## src/rtl/branch_predictor_if.sv

```systemverilog
// Fetch/resolve bundle between the pipeline and the branch target buffer.
// The pipeline drives fetch and resolution; the predictor answers with the next-PC guess.
interface branch_predictor_if;
  logic [31:0] fetch_pc;
  logic [31:0] predicted_pc;
  logic        pred_taken;
  logic        pred_valid;
  logic        update_btb;
  logic [31:0] update_pc;
  logic [31:0] update_target;
  logic        update_taken;

  modport master (
    output fetch_pc, update_btb, update_pc, update_target, update_taken,
    input  predicted_pc, pred_taken, pred_valid
  );

  modport slave (
    input  fetch_pc, update_btb, update_pc, update_target, update_taken,
    output predicted_pc, pred_taken, pred_valid
  );
endinterface

```

## src/rtl/branch_predictor.sv

```systemverilog
// Direct-mapped branch target buffer with 2-bit saturating direction counters.
// Lookup is combinational from table state; training writes one entry per clock.
module branch_predictor #(
  parameter int ENTRIES = 16
) (
  input  logic              clk,
  input  logic              rst_n,
  branch_predictor_if.slave bp
);
  localparam int IDX_W = $clog2(ENTRIES);
  localparam int TAG_W = 32 - IDX_W - 2;

  logic               valid_r  [ENTRIES];
  logic [TAG_W-1:0]   tag_r    [ENTRIES];
  logic [31:0]        target_r [ENTRIES];
  logic [1:0]         ctr_r    [ENTRIES];

  logic [IDX_W-1:0]   f_idx_s;
  logic [TAG_W-1:0]   f_tag_s;
  logic               f_hit_s;
  logic               f_taken_s;

  logic [IDX_W-1:0]   u_idx_s;
  logic [TAG_W-1:0]   u_tag_s;
  logic               u_hit_s;
  logic               wr_en_s;
  logic               nxt_valid_s;
  logic [TAG_W-1:0]   nxt_tag_s;
  logic [31:0]        nxt_target_s;
  logic [1:0]         nxt_ctr_s;
  logic               unused_pc_bits_s;

  assign f_idx_s = bp.fetch_pc[IDX_W+1:2];
  assign f_tag_s = bp.fetch_pc[31:IDX_W+2];
  assign u_idx_s = bp.update_pc[IDX_W+1:2];
  assign u_tag_s = bp.update_pc[31:IDX_W+2];
  assign unused_pc_bits_s = ^bp.update_pc[1:0];

  // Lookup: hit detection and next-PC selection for the fetch stage.
  always_comb begin
    f_hit_s   = valid_r[f_idx_s] && (tag_r[f_idx_s] == f_tag_s);
    f_taken_s = f_hit_s && ctr_r[f_idx_s][1];
    if (f_taken_s) begin
      bp.predicted_pc = target_r[f_idx_s];
    end else begin
      bp.predicted_pc = bp.fetch_pc + 32'd4;
    end
    bp.pred_valid = f_hit_s;
    bp.pred_taken = f_taken_s;
  end

  // Training: compute the new contents of the entry addressed by update_pc.
  always_comb begin
    u_hit_s      = valid_r[u_idx_s] && (tag_r[u_idx_s] == u_tag_s);
    wr_en_s      = 1'b0;
    nxt_valid_s  = valid_r[u_idx_s];
    nxt_tag_s    = tag_r[u_idx_s];
    nxt_target_s = target_r[u_idx_s];
    nxt_ctr_s    = ctr_r[u_idx_s];
    if (bp.update_btb) begin
      if (u_hit_s) begin
        wr_en_s = 1'b1;
        if (bp.update_taken) begin
          nxt_target_s = bp.update_target;
          if (ctr_r[u_idx_s] != 2'b11) begin
            nxt_ctr_s = ctr_r[u_idx_s] + 2'b01;
          end else begin
            nxt_ctr_s = 2'b11;
          end
        end else begin
          if (ctr_r[u_idx_s] != 2'b00) begin
            nxt_ctr_s = ctr_r[u_idx_s] - 2'b01;
          end else begin
            nxt_ctr_s = 2'b00;
          end
        end
      end else if (bp.update_taken) begin
        // Taken miss allocates (or evicts an alias) as weakly taken.
        wr_en_s      = 1'b1;
        nxt_valid_s  = 1'b1;
        nxt_tag_s    = u_tag_s;
        nxt_target_s = bp.update_target;
        nxt_ctr_s    = 2'b10;
      end else begin
        wr_en_s = 1'b0;
      end
    end else begin
      wr_en_s = 1'b0;
    end
  end

  // Table storage: async clear, single write port.
  always_ff @(posedge clk or negedge rst_n) begin
    if (!rst_n) begin
      for (int i = 0; i < ENTRIES; i++) begin
        valid_r[i]  <= 1'b0;
        tag_r[i]    <= '0;
        target_r[i] <= 32'd0;
        ctr_r[i]    <= 2'b01;
      end
    end else if (wr_en_s) begin
      valid_r[u_idx_s]  <= nxt_valid_s;
      tag_r[u_idx_s]    <= nxt_tag_s;
      target_r[u_idx_s] <= nxt_target_s;
      ctr_r[u_idx_s]    <= nxt_ctr_s;
    end
  end
endmodule

```

## src/flat_wrapper.sv

```systemverilog
// flat-port wrapper written by rule: the top's interface ports become plain ports
module branch_predictor_flat 
#(
  parameter int ENTRIES = 16
)
  (clk, rst_n, bp_fetch_pc, bp_update_btb, bp_update_pc, bp_update_target, bp_update_taken, bp_predicted_pc, bp_pred_taken, bp_pred_valid);
  branch_predictor_if bp_i ();
  input  logic clk;
  input  logic rst_n;
  input wire logic [$bits(bp_i.fetch_pc)-1:0] bp_fetch_pc;
  input wire logic [$bits(bp_i.update_btb)-1:0] bp_update_btb;
  input wire logic [$bits(bp_i.update_pc)-1:0] bp_update_pc;
  input wire logic [$bits(bp_i.update_target)-1:0] bp_update_target;
  input wire logic [$bits(bp_i.update_taken)-1:0] bp_update_taken;
  output wire logic [$bits(bp_i.predicted_pc)-1:0] bp_predicted_pc;
  output wire logic [$bits(bp_i.pred_taken)-1:0] bp_pred_taken;
  output wire logic [$bits(bp_i.pred_valid)-1:0] bp_pred_valid;
  assign bp_i.fetch_pc = bp_fetch_pc;
  assign bp_i.update_btb = bp_update_btb;
  assign bp_i.update_pc = bp_update_pc;
  assign bp_i.update_target = bp_update_target;
  assign bp_i.update_taken = bp_update_taken;
  assign bp_predicted_pc = bp_i.predicted_pc;
  assign bp_pred_taken = bp_i.pred_taken;
  assign bp_pred_valid = bp_i.pred_valid;
  branch_predictor #(.ENTRIES(ENTRIES)) u_core (.clk(clk), .rst_n(rst_n), .bp(bp_i));
endmodule
```

## config.mk

```make
export PLATFORM = sky130hd
export DESIGN_NAME = branch_predictor_flat
export DESIGN_NICKNAME = d
export VERILOG_FILES = /design/src/rtl/branch_predictor_if.sv /design/src/rtl/branch_predictor.sv /design/src/flat_wrapper.sv
export SDC_FILE = /design/constraint.sdc
export NUM_CORES = 2
export LEC_CHECK = 0
export CORE_ASPECT_RATIO = 0.6
export CORE_MARGIN = 2
export CORE_UTILIZATION = 45
export CTS_BUF_LIST = sky130_fd_sc_hd__clkbuf_2
export DETAILED_ROUTE_END_ITERATION = 6
export HOLD_SLACK_MARGIN = 0.15
export SKIP_LAST_GASP = 1
export SLEW_MARGIN = 20
export SYNTH_ARGS = -nofsm -noshare
export SYNTH_HDL_FRONTEND = slang
export SYNTH_SLANG_ARGS = --single-unit
```

## constraint.sdc

```tcl
create_clock -name clk -period 4.45 [get_ports clk]
set_input_delay 0.445 -clock clk [delete_from_list [all_inputs] [get_ports clk]]
set_output_delay 0.445 -clock clk [all_outputs]
set_load 0.01 [all_outputs]
```

### Word level (Yosys, flattened, before mapping)

Cells that the tools add are included.

| word-level totals | value |
|---|---|
| bits of input ports | 100 |
| word-level logic and storage cells | 134 |
| output and inout bits | 34 |
| flip-flop bits (word level) | 976 |

| cells by class | value |
|---|---|
| eq/ne operators | 3 |
| muxes and demuxes | 54 |
| bitwise logic cells | 2 |
| $lt $le $gt $ge | 3 |
| add/subtract/negate cells | 3 |
| reduce and logical (&&, ||, !) cells | 5 |

Operators by type and width:

| cell | number |
|---|---|
| 512-bit bitwise mux | 1 |
| 416-bit bitwise mux | 1 |
| 32-bit binary-select mux with 4-bit select | 2 |
| 32-bit two-way mux | 8 |
| 26-bit binary-select mux with 4-bit select | 2 |
| 26-bit two-way mux | 8 |
| 32-bit demux with 4-bit select | 1 |
| 26-bit demux with 4-bit select | 1 |
| 26-bit equality test | 2 |
| 32-bit by 3-bit adder with 32-bit output, second input constant | 1 |
| 32-bit bitwise mux | 1 |
| 2-bit two-way mux | 11 |
| 2-bit binary-select mux with 4-bit select | 2 |
| 16-bit bitwise mux | 1 |
| 1-bit two-way mux | 11 |
| 5-bit >= comparator, second input constant | 2 |
| 4-bit NOT with 5-bit output | 2 |
| 1-bit binary-select mux with 4-bit select | 2 |
| 2-bit demux with 4-bit select | 1 |
| 5-bit by 1-bit less-than comparator with 1-bit output, second input constant | 1 |
| 1-bit demux with 4-bit select | 1 |
| 1-bit logical AND | 4 |
| 2-bit by 1-bit adder with 2-bit output, second input constant | 1 |
| 2-bit inequality test, second input constant | 1 |
| 2 further kinds | 2 |

### Logic depth before layout (Yosys ltp)

| depth | value |
|---|---|
| word-level depth | 10 |
| gate-level depth with buffers | 18 |
| gate-level depth less buffers | 10 |

### Worst setup path after synthesis

Ideal clock, no wire load.

| path | value |
|---|---|
| path type | input -> output |
| start | input port bp_fetch_pc[2] |
| end | output port bp_predicted_pc[23] |
| data arrival time | 4.797 ns |
| required time | 4.005 ns |
| cell stages on the path | 13 |
| setup slack | -0.792 ns |
| path through | clkbuf_1 > buf_2 > buf_2 > buf_1 > mux4_2 > mux4_2 > xnor2_1 > nand4_1 > nor4_1 > and2_1 > clkbuf_1 > buf_2 > mux2_2 |

| between the ends | value |
|---|---|
| longest elaborated chain between the ends | 8 |
| elaborated cells between the ends (all ways) | 18 |
| classes of those cells | add/sub: 1; eq/ne: 1; mux: 13; bitwise: 1; reduce/logical: 2 |

Ends and longest elaborated chain:

| what | line | source |
|---|---|---|
| start: declaration | flat_wrapper.sv:10 | `input wire logic [$bits(bp_i.fetch_pc)-1:0] bp_fetch_pc;` |
| 4-bit NOT with 5-bit output (implied by the code) * | branch_predictor.sv:41 | `f_hit_s = valid_r[f_idx_s] && (tag_r[f_idx_s] == f_tag_s);` |
| 26-bit binary-select mux with 4-bit select | branch_predictor.sv:41 |  |
| 26-bit two-way mux (implied by the code) (2 in a row) | branch_predictor.sv:41 |  |
| 26-bit equality test | branch_predictor.sv:41 |  |
| 1-bit logical AND * | branch_predictor.sv:41 |  |
| net bp_pred_valid | flat_wrapper.sv:17 | `output wire logic [$bits(bp_i.pred_valid)-1:0] bp_pred_valid;` |
| 1-bit logical AND * | branch_predictor.sv:42 | `f_taken_s = f_hit_s && ctr_r[f_idx_s][1];` |
| net bp_pred_taken | flat_wrapper.sv:16 | `output wire logic [$bits(bp_i.pred_taken)-1:0] bp_pred_taken;` |
| 32-bit two-way mux * | branch_predictor.sv:43 | `if (f_taken_s) begin` |
| end: declaration | flat_wrapper.sv:15 | `output wire logic [$bits(bp_i.predicted_pc)-1:0] bp_predicted_pc;` |

The timed path passes the listed nets; every way through them passes the cells marked *. The select of a mux whose other input is x is not followed.

### Worst setup path after layout

| path | value |
|---|---|
| start | register u_core.tag_r[10] (netlist name) |
| end | output port bp_predicted_pc[23] |

| between the ends | value |
|---|---|
| longest elaborated chain between the ends | 7 |

Ends and longest elaborated chain:

| what | line | source |
|---|---|---|
| start: declaration | branch_predictor.sv:14 | `logic [TAG_W-1:0] tag_r [ENTRIES];` |
| start signal: indexed assignment | branch_predictor.sv:103 | `tag_r[u_idx_s] <= nxt_tag_s;` |
| 26-bit binary-select mux with 4-bit select | branch_predictor.sv:41 |  |
| 26-bit two-way mux (implied by the code) (2 in a row) | branch_predictor.sv:41 |  |
| 26-bit equality test | branch_predictor.sv:41 |  |
| 1-bit logical AND | branch_predictor.sv:41 |  |
| 1-bit logical AND | branch_predictor.sv:42 |  |
| 32-bit two-way mux | branch_predictor.sv:43 |  |

Every way passes these cells. The select of a mux whose other input is x is not followed.

==> results.txt <==
post-route clock skew: 0.141 ns
top post-synthesis cells by area: dfrtp_1, mux4_2, mux2_2, mux2_4, mux2i_1
LEAKAGE: 29.6 nW
fillers: 10,087
Cells after Synth: 3,533
Arr. time, crit path: 5.26 ns
MaxCap Viol Count: 0
Final WS setup: -1.25 ns
1st-pass router iterations: 7
number of global-route vias before repair: 38,860
Core ar.: 0.121 mm2
Routed WL per cell: 31.2 um
Min-Delay Endpoint: u_core.target_r[207]
mean post-synth cell area: 15.6 um2
f_max: 0.175 GHz
Pwr per Cell Area: 363 mW/mm2
clk_lat worst skew: 1.59 ns
mapped cell area: 0.0550 mm2
Avg Vias per Cell: 6.30
Reg2Reg Depth: 15
ys flop type: dfrtp_1
area taken by flip-flops and latches: 0.0244 mm2
largest net degree at the start of global routing: 163
die area: 0.125 mm2
Yosys cell types: 81
crit-path max FO: 8
#FFs+latches synth: 976
Crit path required time: 4.01 ns
Worst-path clk slew: 0.12 ns
first-pass GRT wire length: 273 mm
failing checks: DRC, setup timing
Slew Limit Fails: 0
cell chain of the critical path: mux4_2, mux4_2, xnor2_2, buf_4, nand4_1, or4_4, nor4_4, and2_4, buf_6, buf_12, mux2_4, buf_6
most frequent cell after synthesis: dfrtp_1
Worst Min Path Start: bp_update_target[15]
Worst Hold Depth: 4
fin crit period: 5.70 ns
hpwl dp: 123 mm
RSZ-0062 raised after global routing: yes
fin crit share: 1.28
multi-input logic area: 0.0290 mm2
largest area contributor in the netlist: dfrtp_1
fin util: 0.534
GRT overflow: 0
Synth top area share: 0.437
endpoints failing setup: 34
DRC Markers: 5
Post-synth top cells: dfrtp_1, mux2_2, mux4_2, clkbuf_1, buf_2
clk root buf: clkbuf_2
EDFF count, synth: 0
DRT iter0 DRCs: 3,859
FF-to-FF setup slack: 0.09 ns
Starting Density: 0.453
Worst R2R Start: u_core.tag_r[168]
Core Rows: 99
asr flop ratio synth: 1.00
vias: 37,248
Seq/Total Area, Yosys: 0.445
Clock Tree Buf Depth: 3
CP max stage cell: or4_4
reg2reg end: u_core.target_r[134]
Critical Path Sink Type: output port
Port Buf Inserts: 131
Crit path largest cell delay: 0.66 ns
Nets: 4,223
Slew @ Worst Pin: 0.973 ns
Fin. Hold Viols: 0
post-synthesis net count: 3,634
IO Pins: 134
Yosys warning count: 0
CP Launch Type: register
Die W: 455 um
critical path class: register to output port
Post-DRT Antenna Nets: 0
WL final: 184 mm
worst hold path class: input pin to register
Setup TNS: -40.34 ns
status: finished with violations
H-tree depth: 4
# clock sinks: 976
Die H: 275 um
VDD IR max: 0.219 mV
CTS Buf Count: 228
Rel. slew slack: 0.338
Area Growth Syn to Fin: 17.9%
CTS tree: done
GP Congestion: 0.948
share of layout cells above drive strength 1: 0.581
Total GRT Usage: 0.298
initial antenna violation count: 5
## repair_timing
action | in CTS | in global routing
hold buffers | 80 | 0
endpoints found under the setup margin | 34 | 244
buffers inserted | 9 | 3
gates resized for setup | 214 | 10
endpoints found under the hold margin | 1950 | 0
pin swaps | 5 | 7
cloned | 3 | 0
## per-layer routing
metal	part of all wire	track usage
met5	0.000071	0
met4	0.027	0.0985
met3	0.084	0.0742
met2	0.45	0.439
met1	0.44	0.434
## worst max-delay path, delay by kind of cell, from the launching register on
kind                      cells  cell delay, ns
DFF                           1            0.41
xor gates and xnor gates      1            0.15
and+or+nand+nor               4            1.31
muxes                         3            1.31
buffers and inverters         4            0.54
## area by class of cell
class | count | share of cell area
Multi-Input combinational cell | 2192 | 0.447
Tap cell | 1616 | 0.0312
Timing Repair Buffer | 700 | 0.113
Clock buffer | 322 | 0.0249
Clock inverter | 79 | 0.00571
Antenna cell | 3 | 0.000116
Sequential cell | 976 | 0.377
Inverter | 24 | 0.00143
## flip-flops by register name, summed over array words and instances (netlist names)
signal,cells
u_core.ctr_r,32
u_core.target_r,512
u_core.tag_r,416
u_core.valid_r,16
## worst max-delay path by stage
stage / start / to / slack, ns / depth (start not counted)
floorplan: bp_fetch_pc[2] / bp_predicted_pc[23] / 0.004 / 12
global placement: bp_fetch_pc[2] / bp_predicted_pc[20] / -0.70 / 14
detailed placement: bp_fetch_pc[2] / bp_predicted_pc[27] / -0.71 / 12
CTS: u_core.tag_r[10] / bp_predicted_pc[27] / -1.63 / 13
global route: u_core.tag_r[10] / bp_predicted_pc[26] / -1.49 / 12
finish: u_core.tag_r[10] / bp_predicted_pc[23] / -1.25 / 12
## where the power goes
part | internal, mW | switching (mW) | leakage, nW
Combinational | 3.58 | 2.73 | 15.1
Clock | 2.07 | 3.85 | 1.51
Sequential | 10.2 | 1.08 | 13.0
Total | 15.9 | 7.67 | 29.6
## stage by stage
| stage | setup slack [ns] | cells | hold slack, ns | instance area (um2) | power, mW |
|---|---|---|---|---|---|
| after global placement | -0.704 | 5419 | 0.461 | 61700 | 17.2 |
| after floorplan | 0.00435 | 3533 | 0.149 | 55000 | 15.0 |
| after detailed placement | -0.706 | 5419 | 0.471 | 61700 | 17.5 |
| after CTS | -1.63 | 5911 | 0.160 | 64800 | 23.6 |
| final | -1.25 | 5912 | 0.438 | 64800 | 23.5 |
| after global routing | -1.49 | 5912 | 0.293 | 64800 | 24.7 |
## placed cells by master (no fill, tap or decap), drive strengths merged, types with 12 or more instances in the layout
cell	count
nor2b	17
nand2	76
or2	12
dfstp	16
clkbuf	322
a22oi	27
nor2	35
mux2	1060
inv	25
clkinv	74
xor2	13
o21ai	34
clkdlybuf4s50	88
nand3	17
xnor2	64
nand2b	14
a21oi	31
buf	532
mux4	542
nor3	21
nand4	16
dfrtp	960
dlygate4sd3	79
mux2i	91
## logic make-up after synthesis
logic type,synth area share
AOI/OAI and AO/OA,0.0204
xor gates and xnor gates,0.0123
adders and majority gates,0.000410
buffers and inverters,0.0336
DFF,0.445
muxes,0.464
and+or+nand+nor,0.0251
Note: power is estimated with default switching activity, not from simulation.
